File: config.mk
export PLATFORM = sky130hd
export DESIGN_NAME = accum_cpu_core
export DESIGN_NICKNAME = d
export VERILOG_FILES = /design/src/rtl/accum_cpu_core.sv
export SDC_FILE = /design/constraint.sdc
export NUM_CORES = 1
export LEC_CHECK = 0
export CAP_MARGIN = 10
export CORE_MARGIN = 5
export CORE_UTILIZATION = 55
export DETAILED_ROUTE_END_ITERATION = 7
export DONT_BUFFER_PORTS = 1
export PLACE_DENSITY = 0.7
export SLEW_MARGIN = 15
export SYNTH_ARGS = -nofsm -noshare
export SYNTH_HDL_FRONTEND = slang
export SYNTH_SLANG_ARGS = --single-unit
File: constraint.sdc
create_clock -name clk -period 4.6 [get_ports clk]
set_clock_uncertainty 0.05 [all_clocks]
set_input_delay 0.69 -clock clk [delete_from_list [all_inputs] [get_ports clk]]
set_output_delay 0.69 -clock clk [all_outputs]
set_load 0.05 [all_outputs]
File: src/rtl/accum_cpu_core.sv
// Accumulator CPU core with embedded 4-function ALU, indirect load/store, signed skips
// and run/halt/resume control, driving a req/ready memory slave with wait-state support.
module accum_cpu_core #(
  parameter int                    DATA_WIDTH = 16,
  parameter int                    ADDR_WIDTH = 12,
  parameter logic [ADDR_WIDTH-1:0] RESET_PC   = 'h100
) (
  input  logic                  clk,
  input  logic                  rst_n,
  input  logic                  run,
  input  logic                  start,
  output logic                  mem_req,
  output logic                  mem_we,
  output logic [ADDR_WIDTH-1:0] mem_addr,
  output logic [DATA_WIDTH-1:0] mem_wdata,
  input  logic [DATA_WIDTH-1:0] mem_rdata,
  input  logic                  mem_ready,
  output logic [DATA_WIDTH-1:0] ac_out,
  output logic [ADDR_WIDTH-1:0] pc_out,
  output logic                  halted,
  output logic                  illegal
);

  localparam int OPR_W = DATA_WIDTH - 4;
  localparam logic [ADDR_WIDTH-1:0] ADDR_ONE = 1;
  localparam logic [ADDR_WIDTH-1:0] ADDR_TWO = 2;

  localparam logic [3:0] OP_LOAD   = 4'h1;
  localparam logic [3:0] OP_STORE  = 4'h2;
  localparam logic [3:0] OP_ADD    = 4'h3;
  localparam logic [3:0] OP_SUB    = 4'h4;
  localparam logic [3:0] OP_AND    = 4'h5;
  localparam logic [3:0] OP_OR     = 4'h6;
  localparam logic [3:0] OP_HALT   = 4'h7;
  localparam logic [3:0] OP_SKIP   = 4'h8;
  localparam logic [3:0] OP_JUMP   = 4'h9;
  localparam logic [3:0] OP_CLEAR  = 4'hA;
  localparam logic [3:0] OP_LOADI  = 4'hB;
  localparam logic [3:0] OP_STOREI = 4'hC;

  typedef enum logic [2:0] {
    S_FETCH, S_DECODE, S_INDIR, S_MEM, S_EXEC, S_HALT
  } state_t;

  state_t                  state, state_nx;
  logic [ADDR_WIDTH-1:0]   pc, pc_nx, ea, ea_nx, addr_nx;
  logic [DATA_WIDTH-1:0]   ac, ac_nx, ir, ir_nx, mbr, mbr_nx, wdata_nx;
  logic                    req_nx, we_nx, illegal_nx;

  logic [3:0]              op;
  logic [ADDR_WIDTH-1:0]   opr, rd_addr, pc_dec;
  logic signed [DATA_WIDTH-1:0] ac_s;
  logic                    done, is_store;

  function automatic logic [DATA_WIDTH-1:0] alu(input logic [3:0]            fn,
                                                input logic [DATA_WIDTH-1:0] a,
                                                input logic [DATA_WIDTH-1:0] b);
    case (fn)
      OP_ADD:  alu = a + b;
      OP_SUB:  alu = a - b;
      OP_AND:  alu = a & b;
      OP_OR:   alu = a | b;
      default: alu = b;
    endcase
  endfunction

  function automatic logic skip_taken(input logic [1:0]                 cond,
                                      input logic signed [DATA_WIDTH-1:0] v);
    case (cond)
      2'b00:   skip_taken = (v < 0);
      2'b01:   skip_taken = (v == 0);
      2'b10:   skip_taken = (v > 0);
      default: skip_taken = 1'b0;
    endcase
  endfunction

  assign op       = ir[DATA_WIDTH-1 -: 4];
  assign opr      = ADDR_WIDTH'(ir[OPR_W-1:0]);
  assign rd_addr  = ADDR_WIDTH'(mem_rdata);
  assign ac_s     = ac;
  assign done     = mem_req & mem_ready;
  assign is_store = (op == OP_STORE) || (op == OP_STOREI);

  always_comb begin
    pc_dec = pc + ADDR_ONE;
    if (op == OP_JUMP)
      pc_dec = opr;
    else if (op == OP_HALT)
      pc_dec = pc;
    else if (op == OP_SKIP && skip_taken(ir[DATA_WIDTH-5 -: 2], ac_s))
      pc_dec = pc + ADDR_TWO;
  end

  always_ff @(posedge clk or negedge rst_n) begin
    if (!rst_n) begin
      state     <= S_FETCH;
      pc        <= RESET_PC;
      ac        <= '0;
      ir        <= '0;
      ea        <= '0;
      mbr       <= '0;
      mem_req   <= 1'b0;
      mem_we    <= 1'b0;
      mem_addr  <= '0;
      mem_wdata <= '0;
      illegal   <= 1'b0;
    end else begin
      state     <= state_nx;
      pc        <= pc_nx;
      ac        <= ac_nx;
      ir        <= ir_nx;
      ea        <= ea_nx;
      mbr       <= mbr_nx;
      mem_req   <= req_nx;
      mem_we    <= we_nx;
      mem_addr  <= addr_nx;
      mem_wdata <= wdata_nx;
      illegal   <= illegal_nx;
    end
  end

  // Bus outputs are registered, so each state sets up the next request on its exit edge.
  always_comb begin
    state_nx   = state;
    pc_nx      = pc;
    ac_nx      = ac;
    ir_nx      = ir;
    ea_nx      = ea;
    mbr_nx     = mbr;
    req_nx     = mem_req;
    we_nx      = mem_we;
    addr_nx    = mem_addr;
    wdata_nx   = mem_wdata;
    illegal_nx = illegal;

    case (state)
      S_FETCH: begin
        if (done) begin
          ir_nx    = mem_rdata;
          req_nx   = 1'b0;
          state_nx = S_DECODE;
        end else if (!mem_req && run) begin
          req_nx  = 1'b1;
          we_nx   = 1'b0;
          addr_nx = pc;
        end
      end

      S_DECODE: begin
        pc_nx = pc_dec;
        case (op)
          OP_LOAD, OP_ADD, OP_SUB, OP_AND, OP_OR, OP_STORE: begin
            ea_nx    = opr;
            req_nx   = 1'b1;
            we_nx    = (op == OP_STORE);
            addr_nx  = opr;
            wdata_nx = ac;
            state_nx = S_MEM;
          end
          OP_LOADI, OP_STOREI: begin
            req_nx   = 1'b1;
            we_nx    = 1'b0;
            addr_nx  = opr;
            state_nx = S_INDIR;
          end
          OP_HALT: state_nx = S_HALT;
          default: begin
            if (op == OP_CLEAR)
              ac_nx = '0;
            if (op >= 4'hD)
              illegal_nx = 1'b1;
            req_nx   = run;
            we_nx    = 1'b0;
            addr_nx  = pc_dec;
            state_nx = S_FETCH;
          end
        endcase
      end

      S_INDIR: begin
        if (done) begin
          ea_nx    = rd_addr;
          req_nx   = 1'b1;
          we_nx    = (op == OP_STOREI);
          addr_nx  = rd_addr;
          wdata_nx = ac;
          state_nx = S_MEM;
        end
      end

      S_MEM: begin
        addr_nx = ea;
        if (done) begin
          if (is_store) begin
            req_nx   = run;
            we_nx    = 1'b0;
            addr_nx  = pc;
            state_nx = S_FETCH;
          end else begin
            mbr_nx   = mem_rdata;
            req_nx   = 1'b0;
            we_nx    = 1'b0;
            state_nx = S_EXEC;
          end
        end
      end

      S_EXEC: begin
        ac_nx    = alu(op, ac, mbr);
        req_nx   = run;
        we_nx    = 1'b0;
        addr_nx  = pc;
        state_nx = S_FETCH;
      end

      S_HALT: begin
        if (start) begin
          pc_nx    = pc + ADDR_ONE;
          req_nx   = run;
          we_nx    = 1'b0;
          addr_nx  = pc + ADDR_ONE;
          state_nx = S_FETCH;
        end
      end

      default: state_nx = S_FETCH;
    endcase
  end

  assign ac_out = ac;
  assign pc_out = pc;
  assign halted = (state == S_HALT);

endmodule

Yosys cells after proc, flatten, opt, wreduce, memory -nomap -nowiden
Index checks and enable logic that the tools add are counted.

$add $sub $neg: 4. Reductions and logical operators: 25. Bitwise gates (word level): 5. Mux-type cells: 46. Equality and inequality tests: 30. Order comparisons: 3.

Operators with widths (count): two-way mux 12 bit (10); case mux 12 bit (2 select lines) (3); case mux 12 bit (6 select lines) (1); two-way mux 16 bit (4); case mux 16 bit (2 select lines) (2); case mux 16 bit (4 select lines) (1); zero test 32 bit (1); equality test 4 bit (second input constant) (5); inequality test 2 bit (second input constant) (10); adder 16 bit (1); AND 16 bit (1); equality test 4 x 3 -> 1 bit (second input constant) (4); greater-than comparator 16 x 1 -> 1 bit (second input constant) (1); less-than comparator 16 x 1 -> 1 bit (second input constant) (1); bitwise OR 16 bit (1); subtractor 16 bit (1); two-way mux 3 bit (5); case mux 3 bit (5 select lines) (1); two-way mux 1 bit (13); adder 12 x 1 -> 12 bit (second input constant) (1); adder 12 x 2 -> 12 bit (second input constant) (1); case mux 1 bit (6 select lines) (2); AND reduction 3 bit (4); AND reduction 6 bit (2); 28 further kinds (37).

Flip-flop bits (word level): 106.

Logic depth before layout (Yosys ltp)
Depth in word-level cells: 10. Depth in mapped cells: 15. Depth with buffers taken out: 13.

Worst setup path after synthesis
Ideal clock, no wire load.

Path kind: flip-flop to flip-flop. Start: register ir[13]. End: register ac[15] (netlist: ac_out[15]). Period minus slack after synthesis: 3269 ps. Cell stages (with the launch flop): 15. Slack: 1331 ps. Arrival: 3095 ps. Path through: dfrtp_1 > clkbuf_8 > clkbuf_1 > or3_1 > clkbuf_1 > o21ai_0 > inv_1 > ha_1 > nor2b_1 > o31a_1 > a21oi_1 > a21oi_1 > o41ai_1 > o21ai_0 > or2_1.

Longest elaborated chain between the ends: 4. Elaborated cells between the ends (all ways): 16. Classes of those cells: eq/ne (12); mux (2); reduce/logical (2).

Ends and longest elaborated chain: start, declared (line 47) `logic [DATA_WIDTH-1:0] ac, ac_nx, ir, ir_nx, mbr, mbr_nx, wdata_nx;`; start signal, assigned (line 111) `ir <= ir_nx;`; equality test 4 x 2 -> 1 bit (tied with other cells) (line 151) `case (op)`; OR reduction 9 bit (no source line); inequality test 2 bit (no source line); AND reduction 3 bit (no source line); end signal, assigned (line 110) `ac <= ac_nx;`; end, declared (line 47).

Parallel ways exist; a longest one is shown, timed or not. A chain may end at the register's enable or synchronous reset.

Worst setup path after layout
Start: register ir[14]. End: register ac[15] (netlist: ac_out[15]).

The elaborated chain is that of the path after synthesis.

==> results.txt <==
The run finished with clean final reports. The routed design has 23550 um of wire. In this run the post-CTS setup repair buffer count came out at 0.

The worst path needs 3.865 ns of the cycle, external delays included. Global routing finished with a remaining overflow of 0. The share of post-route cells with drive strength above 1 is 11.18%. The logs give 55.28% for the effective utilization at floorplan and 10.5% for the part of the total power dissipated in the clock network.

The number of design-rule violations left by the first detailed-router iteration came out at 675. The synthesized design contains 106 register bits. In this run the vertical extent of the chip is 127.4 um. Standard cell core area: 13720 um^2. The maximum number of pins on one net before global-route repair was 106.

After filler insertion, the fill cell instance count of the layout stands at 1267. The worst register-to-register path begins at ir[14]. Number of failing hold endpoints at the final stage: 0. After detailed routing, the number of vias per cell comes to 6.638.

Counting flops with an async set or reset pin after synthesis yields a share of 100.0%. Leaving out fill and tap cells, the most frequent cell in the layout is dfrtp_1. The run gives 53.0% as the share of power burned in combinational logic. The setup path with the least slack is of type reg2reg. The run gives 0.1162 ns as the worst hold slack after final layout. The count of flip-flops with a built-in enable after synthesis is 0. Setup repair after global routing left no endpoint under its margin. Of the total power, the share spent switching nets is 54.06%.

The top cell types in the final layout, fill and taps aside, are dfrtp_1, nand2_1, o21ai_0. At the worst endpoint, the required time is 4.80 ns. The logs give 106 for the sink count of the clock tree and 4.06 ns for the endpoint arrival time on the critical path.

For the sequential share of the synthesized area, the log shows 34.99%. The pre-antenna-repair detailed-routing pass consisted of 5 iterations. The fraction of the cycle the final worst path needs was 84.01%; the first-pass GRT wire length was 37570 um. During synthesis, Yosys emitted a total of 0 warnings. The synthesized netlist occupies a cell area of 7584 um^2. The critical path starts at ir[14]. Most used flip-flop cell after synthesis: dfrtp_1. The I/O pin count is 81, and the number of vias in the routed layout is 6897. The final number of max-transition violations is 0, and the clock-pin slew on the worst setup and hold paths is 0.07 ns. Registers are responsible for 36.5% of the overall power. The transition time at the pin with the least slew margin is 1.128 ns, and the aggregate negative setup slack is 0 ns.

The area growth from synthesis to layout came out at 5.874%. Measured against its own limit, the worst slew margin works out to 24.77%. The largest vdd supply drop is 444.1 uV. The number of buffer and inverter instances along the worst setup path was 1; the number of antenna-violating nets in the routed design was 0. The insertion delay to the later sink of the worst-skew pair was 0.36 ns. TritonCTS built the clock tree.

Grouping stages by cell kind, the critical path spends the most delay in compound AO/OA/AOI/OAI gates. In this run the horizontal extent of the chip is 127.4 um. STA classifies the critical path startpoint as a flop. The run gives 2 as the number of buffers on the longest clock path.

In this run the power density over the cells is 905.6 nW/um^2. The path class of the tightest hold or removal check is in2async. In this run, post-CTS repair resized a total of 0 instances.

Walking the worst path, the cells encountered are or2b_2 -> or3_1 -> o21ai_0 -> inv_1 -> ha_1 -> nor2b_1 -> o31a_1 -> a21oi_1 -> a21oi_1 -> o41ai_1 -> o21ai_0 -> or2_1. The run gives 0.007271 W as the overall power after layout. Dividing the detail-routed wire length by the instance count gives 22.67 um. STA classifies the critical path endpoint as a flop.

Summed over all cells, the static leakage comes to 3.435 nW. For this design, the slowest cell found on the critical path is dfrtp_1. In this run, distinct cell masters in the synthesized netlist total 81. Summed over all nets, the switching power comes to 0.003931 W. The number of antenna violations at the first check in global routing came out at 0.

The logs give 43 for the row count and 6780 for the number of global-route vias before repair. Net total in the final layout: 898. The overall routing resource usage is 29.38%. The run gives 0.003340 W as the internal power.

The mean cell area of the mapped netlist is 8.637 um^2, and the remaining routing DRC violations is 0. The global placement routability congestion is 0.9822, and the HPWL reported at the end of detailed placement is 16900 um. Setup violations remaining at the end of the flow were counted as 0. The root buffer cell chosen for the clock tree is clkbuf_16. The largest single stage delay on the critical path is 0.57 ns.

In this run the number of H-tree levels came out at 3. In this run the worst path has a maximum fanout of 16. The floorplan step defined a die boundary enclosing 16240 um^2.

Timing would allow up to 258.8 MHz. The synthesized netlist net count is 920. The tools report the synthesized netlist cell count as 878. Across the run, the number of max-cap violations was 0. Counting the buffers created by CTS gives 9.

The number of input and output port buffers inserted was 0. The tools report the antenna cell count as 0.
==> final cells by class <==
class	instances	area, um^2	share of cell area [%]
timing repair buffer	26	227.7	2.836
multi-input combinational	687	4551	56.68
clock buffer	10	229.0	2.852
clock inverter	4	45.04	0.5610
sequential	106	2654	33.05
tap	180	225.2	2.805
inverter	26	97.59	1.216
==> repair_timing <==
action                     CTS  global route
setup endpoints to repair    0             0
hold endpoints to repair   105             0
hold buffers                 1             0
==> power by group through the flow <==
stage,registers [W],clock network (W),logic [W]
2_1_floorplan,0.00241,0,0.00299
3_3_place_gp,0.00264,0,0.00368
3_5_place_dp,0.00267,0,0.00377
4_1_cts,0.00265,0.000774,0.00381
5_1_grt,0.00273,0.000820,0.00425
6_report,0.00266,0.000761,0.00385
==> through the flow <==
step                cell area (um^2)  instances  setup WS (ns)  utilization (%)
detailed placement              7727       1024         0.8104            56.32
floorplan                       7584        878          1.331                -
finish                          8029       1039         0.7353            58.52
global placement                7727       1024         0.9174            56.32
global route                    8029       1039         0.3840            58.52
CTS                             8029       1039         0.7817            58.52
==> cells by family (layout without fill, tap and decap cells) <==
group           count (synthesis)  count (layout)  synth area share (%)
compound gates                272             272                 23.26
mux                            67              67                 9.701
fa+ha+maj                      21              21                 3.564
simple gates                  290             290                 18.87
xor+xnor                       37              37                 4.372
buf+inv                        85              66                 5.230
flops                         106             106                 34.99
==> state kept, by name, summed over array words and instances (netlist names) <==
signal / cells
mem_addr: 12
pc_out: 12
mem_req: 1
mem_we: 1
mbr: 16
ir: 16
illegal: 1
ac_out: 16
mem_wdata: 16
ea: 12
state: 3
==> synth_stat cells, drive strengths merged (11+ instances only) <==
cell	number	area share [%]
nor3	23	1.6
ha	20	3.3
buf	12	0.92
xor2	12	1.4
nand2	97	4.8
o21ai	84	5.5
mux2i	27	3.6
mux2	39	5.8
o211ai	15	1.5
xnor2	25	3.0
nor2	65	3.2
clkbuf	47	3.0
a21oi	54	3.6
a21o	16	1.6
dfrtp	105	35
inv	26	1.3
nand3	25	1.6
nor4	11	0.91
==> final timing paths <==
kind	endpoint	slack, ns	cells after the start
max	ac_out[15]	0.74	12
min	pc_out[8]	0.12	0
max reg2reg	ac_out[15]	0.74	12
min reg2reg	ea[5]	0.44	2
max in group asynchronous	mbr[4]	3.82	1
min in group clk	mbr[13]	0.41	2
==> routing by layer <==
metal | vias up | routed length [um] | GRT usage (%)
li1 | 3198 | - | -
met1 | 3329 | 9529 | 36.97
met2 | 306 | 11300 | 48.16
met3 | 64 | 1778 | 6.438
met4 | 0 | 948 | 13.75
met5 | - | 0 | 0
Power figures use the tool's default switching activity.
